--- src/rtl/reg_file_if.sv ---
// Bundles the write-back, issue and register-read signals of the 8x16 register file.
// Handshake: issue_en is the issuer's request; stall is the not-ready reply; an issue is accepted only on a cycle where issue_en=1 and stall=0.
interface reg_file_if #(
    parameter int DATA_WIDTH = 16
);
    logic                  wr_en;
    logic [2:0]            wr_addr;
    logic [DATA_WIDTH-1:0] wr_data;
    logic                  issue_en;
    logic [2:0]            issue_dst;
    logic [2:0]            issue_src;
    logic [DATA_WIDTH-1:0] reg_out [8];
    logic [7:0]            busy;
    logic                  stall;
    logic                  wr_err;

    modport master (
        output wr_en, wr_addr, wr_data, issue_en, issue_dst, issue_src,
        input  reg_out, busy, stall, wr_err
    );

    modport slave (
        input  wr_en, wr_addr, wr_data, issue_en, issue_dst, issue_src,
        output reg_out, busy, stall, wr_err
    );
endinterface

--- src/rtl/reg_file_8x16.sv ---
// 8-entry register file with a destination-busy scoreboard feeding the 8:1 operand mux.
// Optional write-through to reg_out (and stall relief for a source written this cycle) when REGFILE_BYPASS_EN is defined.
module reg_file_8x16 #(
    parameter int                    DATA_WIDTH = 16,
    parameter bit                    ZERO_REG   = 1'b1,
    parameter logic [DATA_WIDTH-1:0] RESET_VAL  = '0
) (
    input  logic       clk,
    input  logic       rst,
    reg_file_if.slave  bus
);
    logic [DATA_WIDTH-1:0] regs [8];
    logic [7:0]            busy_q;
    logic [7:0]            busy_d;
    logic                  wr_err_q;
    logic                  zero_wr;
    logic                  zero_dst;
    logic                  issue_ok;

    assign zero_wr  = ZERO_REG && (bus.wr_addr == 3'd0);
    assign zero_dst = ZERO_REG && (bus.issue_dst == 3'd0);

`ifdef REGFILE_BYPASS_EN
    logic wr_hits_src;
    assign wr_hits_src = bus.wr_en && (bus.wr_addr == bus.issue_src);
    assign bus.stall   = bus.issue_en && busy_q[bus.issue_src] && !wr_hits_src;
`else
    assign bus.stall   = bus.issue_en && busy_q[bus.issue_src];
`endif

    assign issue_ok = bus.issue_en && !bus.stall && !zero_dst;

    // Clear for the write first, then set for the issue, so a new issue to the same register wins.
    always_comb begin
        busy_d = busy_q;
        if (bus.wr_en) begin
            busy_d[bus.wr_addr] = 1'b0;
        end
        if (issue_ok) begin
            busy_d[bus.issue_dst] = 1'b1;
        end
    end

    always_ff @(posedge clk) begin
        if (rst) begin
            for (int i = 0; i < 8; i++) begin
                regs[i] <= (ZERO_REG && i == 0) ? '0 : RESET_VAL;
            end
            busy_q   <= 8'h00;
            wr_err_q <= 1'b0;
        end else begin
            if (bus.wr_en && !zero_wr) begin
                regs[bus.wr_addr] <= bus.wr_data;
            end
            busy_q <= busy_d;
            if (bus.wr_en && !busy_q[bus.wr_addr] && !zero_wr) begin
                wr_err_q <= 1'b1;
            end
        end
    end

    for (genvar n = 0; n < 8; n++) begin : g_out
        if (ZERO_REG && n == 0) begin : g_zero
            assign bus.reg_out[n] = '0;
        end else begin : g_reg
`ifdef REGFILE_BYPASS_EN
            assign bus.reg_out[n] = (bus.wr_en && bus.wr_addr == 3'(n)) ? bus.wr_data : regs[n];
`else
            assign bus.reg_out[n] = regs[n];
`endif
        end
    end

    assign bus.busy   = busy_q;
    assign bus.wr_err = wr_err_q;
endmodule

--- src/flat_wrapper.sv ---
// flat-port wrapper written by rule: the top's interface ports become plain ports
module reg_file_8x16_flat 
#(
    parameter int                    DATA_WIDTH = 16,
    parameter bit                    ZERO_REG   = 1'b1,
    parameter logic [DATA_WIDTH-1:0] RESET_VAL  = '0
)
  (clk, rst, bus_wr_en, bus_wr_addr, bus_wr_data, bus_issue_en, bus_issue_dst, bus_issue_src, bus_reg_out, bus_busy, bus_stall, bus_wr_err);
  reg_file_if #(.DATA_WIDTH(DATA_WIDTH)) bus_i ();
  input  logic clk;
  input  logic rst;
  input wire logic [$bits(bus_i.wr_en)-1:0] bus_wr_en;
  input wire logic [$bits(bus_i.wr_addr)-1:0] bus_wr_addr;
  input wire logic [$bits(bus_i.wr_data)-1:0] bus_wr_data;
  input wire logic [$bits(bus_i.issue_en)-1:0] bus_issue_en;
  input wire logic [$bits(bus_i.issue_dst)-1:0] bus_issue_dst;
  input wire logic [$bits(bus_i.issue_src)-1:0] bus_issue_src;
  output wire logic [$bits(bus_i.reg_out)-1:0] bus_reg_out;
  output wire logic [$bits(bus_i.busy)-1:0] bus_busy;
  output wire logic [$bits(bus_i.stall)-1:0] bus_stall;
  output wire logic [$bits(bus_i.wr_err)-1:0] bus_wr_err;
  assign bus_i.wr_en = bus_wr_en;
  assign bus_i.wr_addr = bus_wr_addr;
  assign bus_i.wr_data = bus_wr_data;
  assign bus_i.issue_en = bus_issue_en;
  assign bus_i.issue_dst = bus_issue_dst;
  assign bus_i.issue_src = bus_issue_src;
  assign bus_reg_out = {>>{bus_i.reg_out}};
  assign bus_busy = bus_i.busy;
  assign bus_stall = bus_i.stall;
  assign bus_wr_err = bus_i.wr_err;
  reg_file_8x16 #(.DATA_WIDTH(DATA_WIDTH), .ZERO_REG(ZERO_REG), .RESET_VAL(RESET_VAL)) u_core (.clk(clk), .rst(rst), .bus(bus_i));
endmodule
--- config.mk ---
export PLATFORM = sky130hd
export DESIGN_NAME = reg_file_8x16_flat
export DESIGN_NICKNAME = d
export VERILOG_FILES = /design/src/rtl/reg_file_if.sv /design/src/rtl/reg_file_8x16.sv /design/src/flat_wrapper.sv
export SDC_FILE = /design/constraint.sdc
export NUM_CORES = 1
export LEC_CHECK = 0
export CORE_MARGIN = 5
export CORE_UTILIZATION = 40
export CTS_BUF_LIST = sky130_fd_sc_hd__clkbuf_4 sky130_fd_sc_hd__clkbuf_8 sky130_fd_sc_hd__clkbuf_16
export DETAILED_ROUTE_END_ITERATION = 12
export DONT_BUFFER_PORTS = 1
export SLEW_MARGIN = 20
export SYNTH_ARGS = -nofsm -noshare
export SYNTH_HDL_FRONTEND = slang
export SYNTH_SLANG_ARGS = --single-unit
--- constraint.sdc ---
create_clock -name clk -period 2.6 [get_ports clk]
set_input_delay 0.39 -clock clk [delete_from_list [all_inputs] [get_ports clk]]
set_output_delay 0.39 -clock clk [all_outputs]
set_load 0.1 [all_outputs]
# Word-level counts from Yosys, hierarchy flattened
# Memory sizes are Yosys's and may differ from the RTL's.
# Index checks and enable logic that the tools add are counted.
dict set report totals {
  memories 1
  elab_cells 44
  ram_bits 128
  ff_bits 9
}
dict set report op_classes {
  n_reduce_logical 15
  mux 18
  n_bitwise 3
  magnitude_cmp 5
}
# memory depth word_bits read_ports rd_ports_with_merged_regs wr line_no
set memory_table {}
lappend memory_table {u_core.regs 8 16 7 0 8 reg_file_8x16.sv:12} ;# logic [DATA_WIDTH-1:0] regs [8];
# op n
set op_table {}
lappend op_table {{16-bit two-way mux} 1}
lappend op_table {{8-bit two-way mux} 2}
lappend op_table {{16-bit OR reduction} 1}
lappend op_table {{3-bit by 4-bit less-than comparator with 1-bit output, second input constant} 3}
lappend op_table {{1-bit two-way mux} 10}
lappend op_table {{8-bit AND} 1}
lappend op_table {{1-bit logical AND} 8}
lappend op_table {{8-bit inverter} 1}
lappend op_table {{8-bit bitwise OR} 1}
lappend op_table {{1-bit binary-select mux with 3-bit select} 2}
lappend op_table {{1-bit demux with 3-bit select} 2}
lappend op_table {{3-bit by 1-bit >= comparator with 1-bit output, second input constant} 2}
lappend op_table {{3-bit zero test} 2}
lappend op_table {{1-bit zero test} 4}
lappend op_table {{3-bit two-way mux} 1}

# Depth between registers and ports, before layout
# Gate-level depths: netlist (run 1).
dict set report depth {
  depth_word 9
  depth_mapped 5
  depth_no_buf 3
}

# Least setup slack after synthesis (run 1)
# No wires, ideal clock.
dict set report synth_path {
  path_kind {reg-to-output}
  start {register u_core.busy_q[1], in the netlist u_core.bus.busy[1]}
  end {output port bus_stall}
  n_path_buf 0
  path_stages_with_launch 4
  path_slack_ps -99
  t_required_ps 2210
  arrival_ps 2309
  cell_sequence {dfxtp_1 mux4_2 mux2_4 and2_1}
}
dict set report synth_between {
  elab_chain_len 3
}
# element line_no
set synth_rtl {}
lappend synth_rtl {{start, declared} reg_file_8x16.sv:13} ;# logic [7:0] busy_q;
lappend synth_rtl {{start signal, assigned} reg_file_8x16.sv:55} ;# busy_q <= busy_d;
lappend synth_rtl {{1-bit binary-select mux with 3-bit select} reg_file_8x16.sv:28} ;# assign bus.stall = bus.issue_en && busy_q[bus.issue_src];
lappend synth_rtl {{1-bit two-way mux (implied by the code)} reg_file_8x16.sv:28}
lappend synth_rtl {{1-bit logical AND} reg_file_8x16.sv:28}
lappend synth_rtl {{end, declared} flat_wrapper.sv:20} ;# output wire logic [$bits(bus_i.stall)-1:0] bus_stall;
# No other way between the ends. The select of a mux whose other input is x is not followed.

# Worst setup path in the final report (run 1)
dict set report layout_path {
  start {register u_core.busy_q[0], in the netlist u_core.bus.busy[0]}
  end {output port bus_stall}
}
# The elaborated chain is that of the path after synthesis.

==> metrics.txt, run 1 <==
layout cell share with drive strength beyond 1=a little under a fifth; relative contribution of sequential cells to total power=a little under three fifths; Remaining DRCs=0; Setup Viol. Count Final=0; switching part of the total=~34%; clock tree from TritonCTS=done; fraction of the yosys area taken by sequential cells=72.90%; part of the total power dissipated in the clock network=between 30% and 40%; number of H-tree levels=4; final antenna-violating net count=0; pin count of the biggest net entering global routing=18; Period Utilization, post-route=between 80 and 90%; global-route wire length before repair=15440 µm; cells along the critical path=mux4_2, mux2_4, and2_2, buf_12; Post-CTS Setup Repair Bufs=0; worst clock skew=approximately 1.5 ps; Hold Path Origin=bus_issue_dst[0]; critical path startpoint category=flip-flop; result of the run=completed; hold-critical path depth=1; Initial DRC Count=~170; count of cells along the worst register-to-register path=3; half-perimeter wire length of the detailed placement result=7559 µm; setup TNS=0 ps; quantity of hold-fixing buffers added after cts=0; via count=roughly 2600; clock latency reported for the late side of the worst-skew pair=approximately 400 ps; Boundary Pins=167; Worst IR Drop VDD=~0.39 mV; vias per cell=between 5 and 6; antenna cells=0; total wirelength of the detailed-routed design=roughly 11000 µm; max-cap violation count=0; crit path launch=u_core.bus.busy[0]; row count=40; layout net count=approximately 380; hold violation total from the final report=0; count of yosys warnings during synthesis=0; flop and latch count out of synthesis=between 100 and 150; post-layout power=approximately 5.6 mW; total net switching power=1.900 mW; endpoint of the worst-slack reg-to-reg timing path=u_core.bus.busy[6]; number of buffers created by CTS=17; arrival time of data at the critical path endpoint=~1900 ps; root buffer selected by CTS=clkbuf_16; worst hold margin=about 96 ps; setup repair after global routing missed its margin=no; Hold WC Path Type=in2reg; maximum single-stage delay on the critical path=around 450 ps; number of instances in the synthesized netlist=320; number of clock sinks=roughly 120; buffers added on ports=0; leak pwr=a little over 2 nW; worst reg-to-reg setup slack=1060 ps; global routing usage summed across all routing layers=approximately 15%; peak clock frequency supported by timing=between 0.4 and 0.5 GHz; PwrDens=987.5 mW/mm²; Worst Path Max Fanout=8; Tmin final=2272 ps; leading cell types in the layout, fill and taps excluded=and2_1 (112), edfxtp_1 (112), buf_4 (19); Layout area overhead=16.83%; Die Y-Extent=120.2 µm; CP required=around 2200 ps; Die Width=roughly 120 µm; Fill cells=around 1000; Core Area=between 0.01 and 0.015 mm²; category of the worst setup path capture point=primary output; Gate power share=about 4.8%; Internal Power=between 3 and 4 mW; routability-driven placement congestion ratio=0.8226; Mean Syn Cell Area=roughly 15 µm²; initial core utilization=40.64%; kind of cell with the highest combined delay on the critical path=multiplexers; Max transition margin=about 36%; Pre-Repair DR Iteration Count=5; Hold Path End=u_core.bus.busy[4]; post-synthesis cell type count=33; synthesized area=about 0.005 mm²; number of antenna violations at the first check in global routing=0; routed len/inst=slightly above 20 µm; clock slew seen by the registers of the worst setup and hold paths=about 50 ps; critical path start-end classification=reg2out; GRT overflow=0; number of gates resized after CTS=0; transition at the pin with the smallest max-transition slack=between 900 and 1000 ps; Buffers & Inverters on Critical Path=1; reg2reg start=u_core.bus.busy[0]; critical path's slowest cell=mux4_2; buffers from clock root to sink, at most=2; final count of pins violating max slew=0; via count of the first global-routing pass=roughly 2500; Die Outline Area=approximately 0.014 mm²
==> per-stage QoR <==
stage	instances	setup slack [ps]	utilization (%)	area, µm²
floorplan	335	102.6	-	4920
global placement	475	642.2	42.75	5114
detailed placement	475	636.6	42.75	5114
CTS	507	309.1	47.48	5679
global route	507	261.3	47.48	5679
finish	507	327.7	47.48	5679
==> cells by family (layout without fill, tap and decap cells) <==
logic type / Yosys count / count (layout) / share of synthesized area (%)
buf+inv: 31 / 56 / 3.732
other cells: 1 / 16 / 0.07715
mux: 4 / 4 / 1.699
compound gates: 21 / 21 / 3.449
flops: 121 / 121 / 72.90
simple gates: 142 / 142 / 18.15
==> state kept, by name (all words and copies together) (netlist names) <==
name               cells
u_core.bus.wr_err      1
u_core.regs          112
u_core.bus.busy        8
==> per-layer routing <==
layer  part of all wire, %  vias to the layer above  track usage, %
li1                      -                     1168               -
met1                    38                     1230           15.70
met2                    50                      148           24.45
met3                    11                       10           8.232
met4                   1.4                        0           5.807
met5                     0                        -               0
==> cell usage after synthesis <==
master / number / area [µm²]
and2_1: 113 / 706.9
edfxtp_1: 112 / 3363
buf_4: 16 / 120.1
dfxtp_1: 9 / 180.2
clkbuf_1: 6 / 22.52
nand2_1: 6 / 22.52
o31ai_1: 6 / 45.04
nor2_1: 5 / 18.77
buf_2: 4 / 20.02
nand2b_1: 4 / 25.02
nand3b_1: 4 / 30.03
o311ai_1: 4 / 35.03
inv_1: 3 / 11.26
mux4_2: 3 / 67.56
or2_2: 3 / 18.77
nor3_2: 2 / 20.02
o211ai_1: 2 / 15.01
o21ai_0: 2 / 10.01
o21ai_1: 2 / 10.01
a211o_1: 1 / 8.760
a311oi_1: 1 / 8.760
a32o_1: 1 / 10.01
and3_1: 1 / 6.260
buf_1: 1 / 3.750
conb_1: 1 / 3.750
inv_2: 1 / 3.750
mux2_4: 1 / 15.01
nand3_1: 1 / 5.000
nor3b_1: 1 / 7.510
nor4_2: 1 / 12.51
o32ai_1: 1 / 8.760
o41ai_2: 1 / 16.27
or3b_1: 1 / 8.760
==> area by class of cell <==
cell class	instances	area [µm²]	share of cell area, %
clock buffer	18	432.9	7.623
clock inverter	14	132.6	2.335
inverter	4	15.01	0.2644
multi-input combinational	183	1207	21.26
sequential	121	3545	62.41
tap	147	183.9	3.239
timing repair buffer	20	162.7	2.864
==> worst max-delay path by stage <==
stage / end / slack, ps / depth (start not counted)
2_1_floorplan: u_core.bus.busy[1] / 100 / 4
3_3_place_gp: bus_stall / 640 / 4
4_1_cts: bus_stall / 310 / 4
3_5_place_dp: bus_stall / 640 / 4
6_report: bus_stall / 330 / 4
5_1_grt: bus_stall / 260 / 4
==> power by group through the flow <==
stage	clock network [mW]	logic [mW]	registers, mW
3_5_place_dp	0	0.269	3.19
4_1_cts	2.23	0.270	3.15
6_report	2.20	0.269	3.14
3_3_place_gp	0	0.267	3.18
5_1_grt	2.35	0.283	3.15
2_1_floorplan	0	0.206	3.20
Note: power is estimated with default switching activity, not from simulation.
==> inputs of run 2 (changes only) <==
==> constraint.sdc (replaced) <==
create_clock -name clk -period 2.6 [get_ports clk]
set_input_delay 0.13 -clock clk [delete_from_list [all_inputs] [get_ports clk]]
set_output_delay 0.13 -clock clk [all_outputs]
set_load 0.1 [all_outputs]
==> metrics.txt, run 2 (synthesized netlist as in run 1, its figures left out) <==
result of the run=completed; Tmin final=2135 ps; Initial DRC Count=237; global routing usage summed across all routing layers=around 16%; smallest setup slack after layout=464.9 ps; cells along the critical path=dlygate4sd3_1, nand2_1, o311ai_1, dlygate4sd3_1, o31ai_1, dlygate4sd3_1; CP required=around 2900 ps; Boundary Pins=between 150 and 200; category of the worst setup path capture point=flip-flop; post-layout power=5.784 mW; peak clock frequency supported by timing=~0.47 GHz; register containing the most flip-flops in the final layout=u_core.regs; Core Area=approximately 0.012 mm²; Pre-Repair DR Iteration Count=4; most frequent standard cell in the layout excluding fill and tap cells=and2_1; pin count of the biggest net entering global routing=18; vias per cell=roughly 5; PwrDens=between 900 and 1000 mW/mm²; via count of the first global-routing pass=roughly 2800; clock latency reported for the late side of the worst-skew pair=400 ps; Worst IR Drop VDD=0.3360 mV; Post-CTS Setup Repair Bufs=0; antenna cells=0; layout cell share with drive strength beyond 1=roughly 16%; initial core utilization=40.64%; number of clock sinks=around 120; critical path start-end classification=in2reg; Die Outline Area=between 0.01 and 0.015 mm²; transition at the pin with the smallest max-transition slack=around 940 ps; leading cell types in the layout, fill and taps excluded=and2_1 (113), edfxtp_1 (112), dlygate4sd3_1 (33); layout net count=between 400 and 500; Layout area overhead=23.50%; kind of cell with the highest combined delay on the critical path=buffers and inverters; worst clock skew=2.315 ps; arrival time of data at the critical path endpoint=2420 ps; cell mode on critical path=dlygate4sd3_1; root buffer selected by CTS=clkbuf_16; Setup Viol. Count Final=0; leak pwr=2.201 nW; final antenna-violating net count=0; pre-CTS worst setup slack=a little over 900 ps; post-route core utilization=50.19%; Die Y-Extent=~120 µm; number of gates resized after CTS=0; placed cell count=between 400 and 500; Buffers & Inverters on Critical Path=3; clock slew seen by the registers of the worst setup and hold paths=50 ps; total wirelength of the detailed-routed design=roughly 11000 µm; max-cap violation count=0; half-perimeter wire length of the detailed placement result=7786 µm; routed len/inst=~21 µm; row count=40; buffers added on ports=0; setup TNS=0 ps; setup repair after global routing missed its margin=no; global-route wire length before repair=between 15000 and 20000 µm; number of H-tree levels=4; final instance count without filler cells=around 540; critical path's slowest cell=dlygate4sd3_1; Die Width=around 120 µm; Remaining DRCs=0; via count=2694; GRT overflow=0; Period Utilization, post-route=between 80% and 90%; routability-driven placement congestion ratio=approximately 0.83; Max transition margin=between 30% and 40%; number of buffers created by CTS=17; hold violation total from the final report=0; clock tree from TritonCTS=done; maximum single-stage delay on the critical path=roughly 730 ps; Worst Path Max Fanout=7; Largest register FFs=112; critical path startpoint category=primary input; Hold WC Path Type=in2reg; number of antenna violations at the first check in global routing=0; buffers from clock root to sink, at most=2; final count of pins violating max slew=0
-- run 2: timing repair --
action                                  4_1_cts  5_1_grt
hold endpoints to repair                    124        0
hold buffers                                 33        0
endpoints found under the setup margin        0        0
-- run 2: path summary, 6_finish.rpt --
kind / from / to / slack (ps) / cells past startpoint
max: bus_wr_addr[1] / u_core.bus.busy[3] / 460 / 6
min: bus_wr_addr[0] / u_core.bus.busy[0] / 30 / 3
max reg2reg: u_core.bus.busy[5] / u_core.bus.busy[5] / 500 / 5
min reg2reg: u_core.bus.busy[0] / u_core.bus.busy[0] / 760 / 2
-- run 2: cell type report --
cell class	instances	area, µm²
fill	985	5958
clock buffer	18	432.9
tap	147	183.9
sequential	121	3543
clock inverter	14	156.4
inverter	4	15.01
multi-input combinational	183	1206
timing repair buffer	51	465.4
-- run 2: per-layer routing --
metal	vias up	wire (µm)	global-route usage, %
met5	-	0	0
met1	1300	4305	18.18
met4	0	223	6.870
li1	1233	-	-
met3	14	959	6.221
met2	147	5795	27.05
-- run 2: metrics by stage --
stage | area (µm²) | hold WS (ps)
floorplan | 4917 | 228.9
finish | 6003 | 27.19
CTS | 6003 | 0.3666
global route | 6003 | 4.173
global placement | 5084 | 251.4
detailed placement | 5084 | 240.3
-- run 2: worst register-to-register path, cell delays in order, from the launching register on --
cell and delay, ps:
dfxtp_1 320, buf_4 300, o311ai_1 170, dlygate4sd3_1 590
o31ai_1 80, dlygate4sd3_1 590
-- run 2: power breakdown --
| part | leakage, nW | switching, mW | internal (mW) | total (mW) |
|---|---|---|---|---|
| logic | 0.763 | 0.262 | 0.0747 | 0.337 |
| clock network | 0.290 | 0.801 | 1.50 | 2.30 |
| registers | 1.15 | 0.885 | 2.26 | 3.14 |
| total | 2.20 | 1.95 | 3.84 | 5.78 |
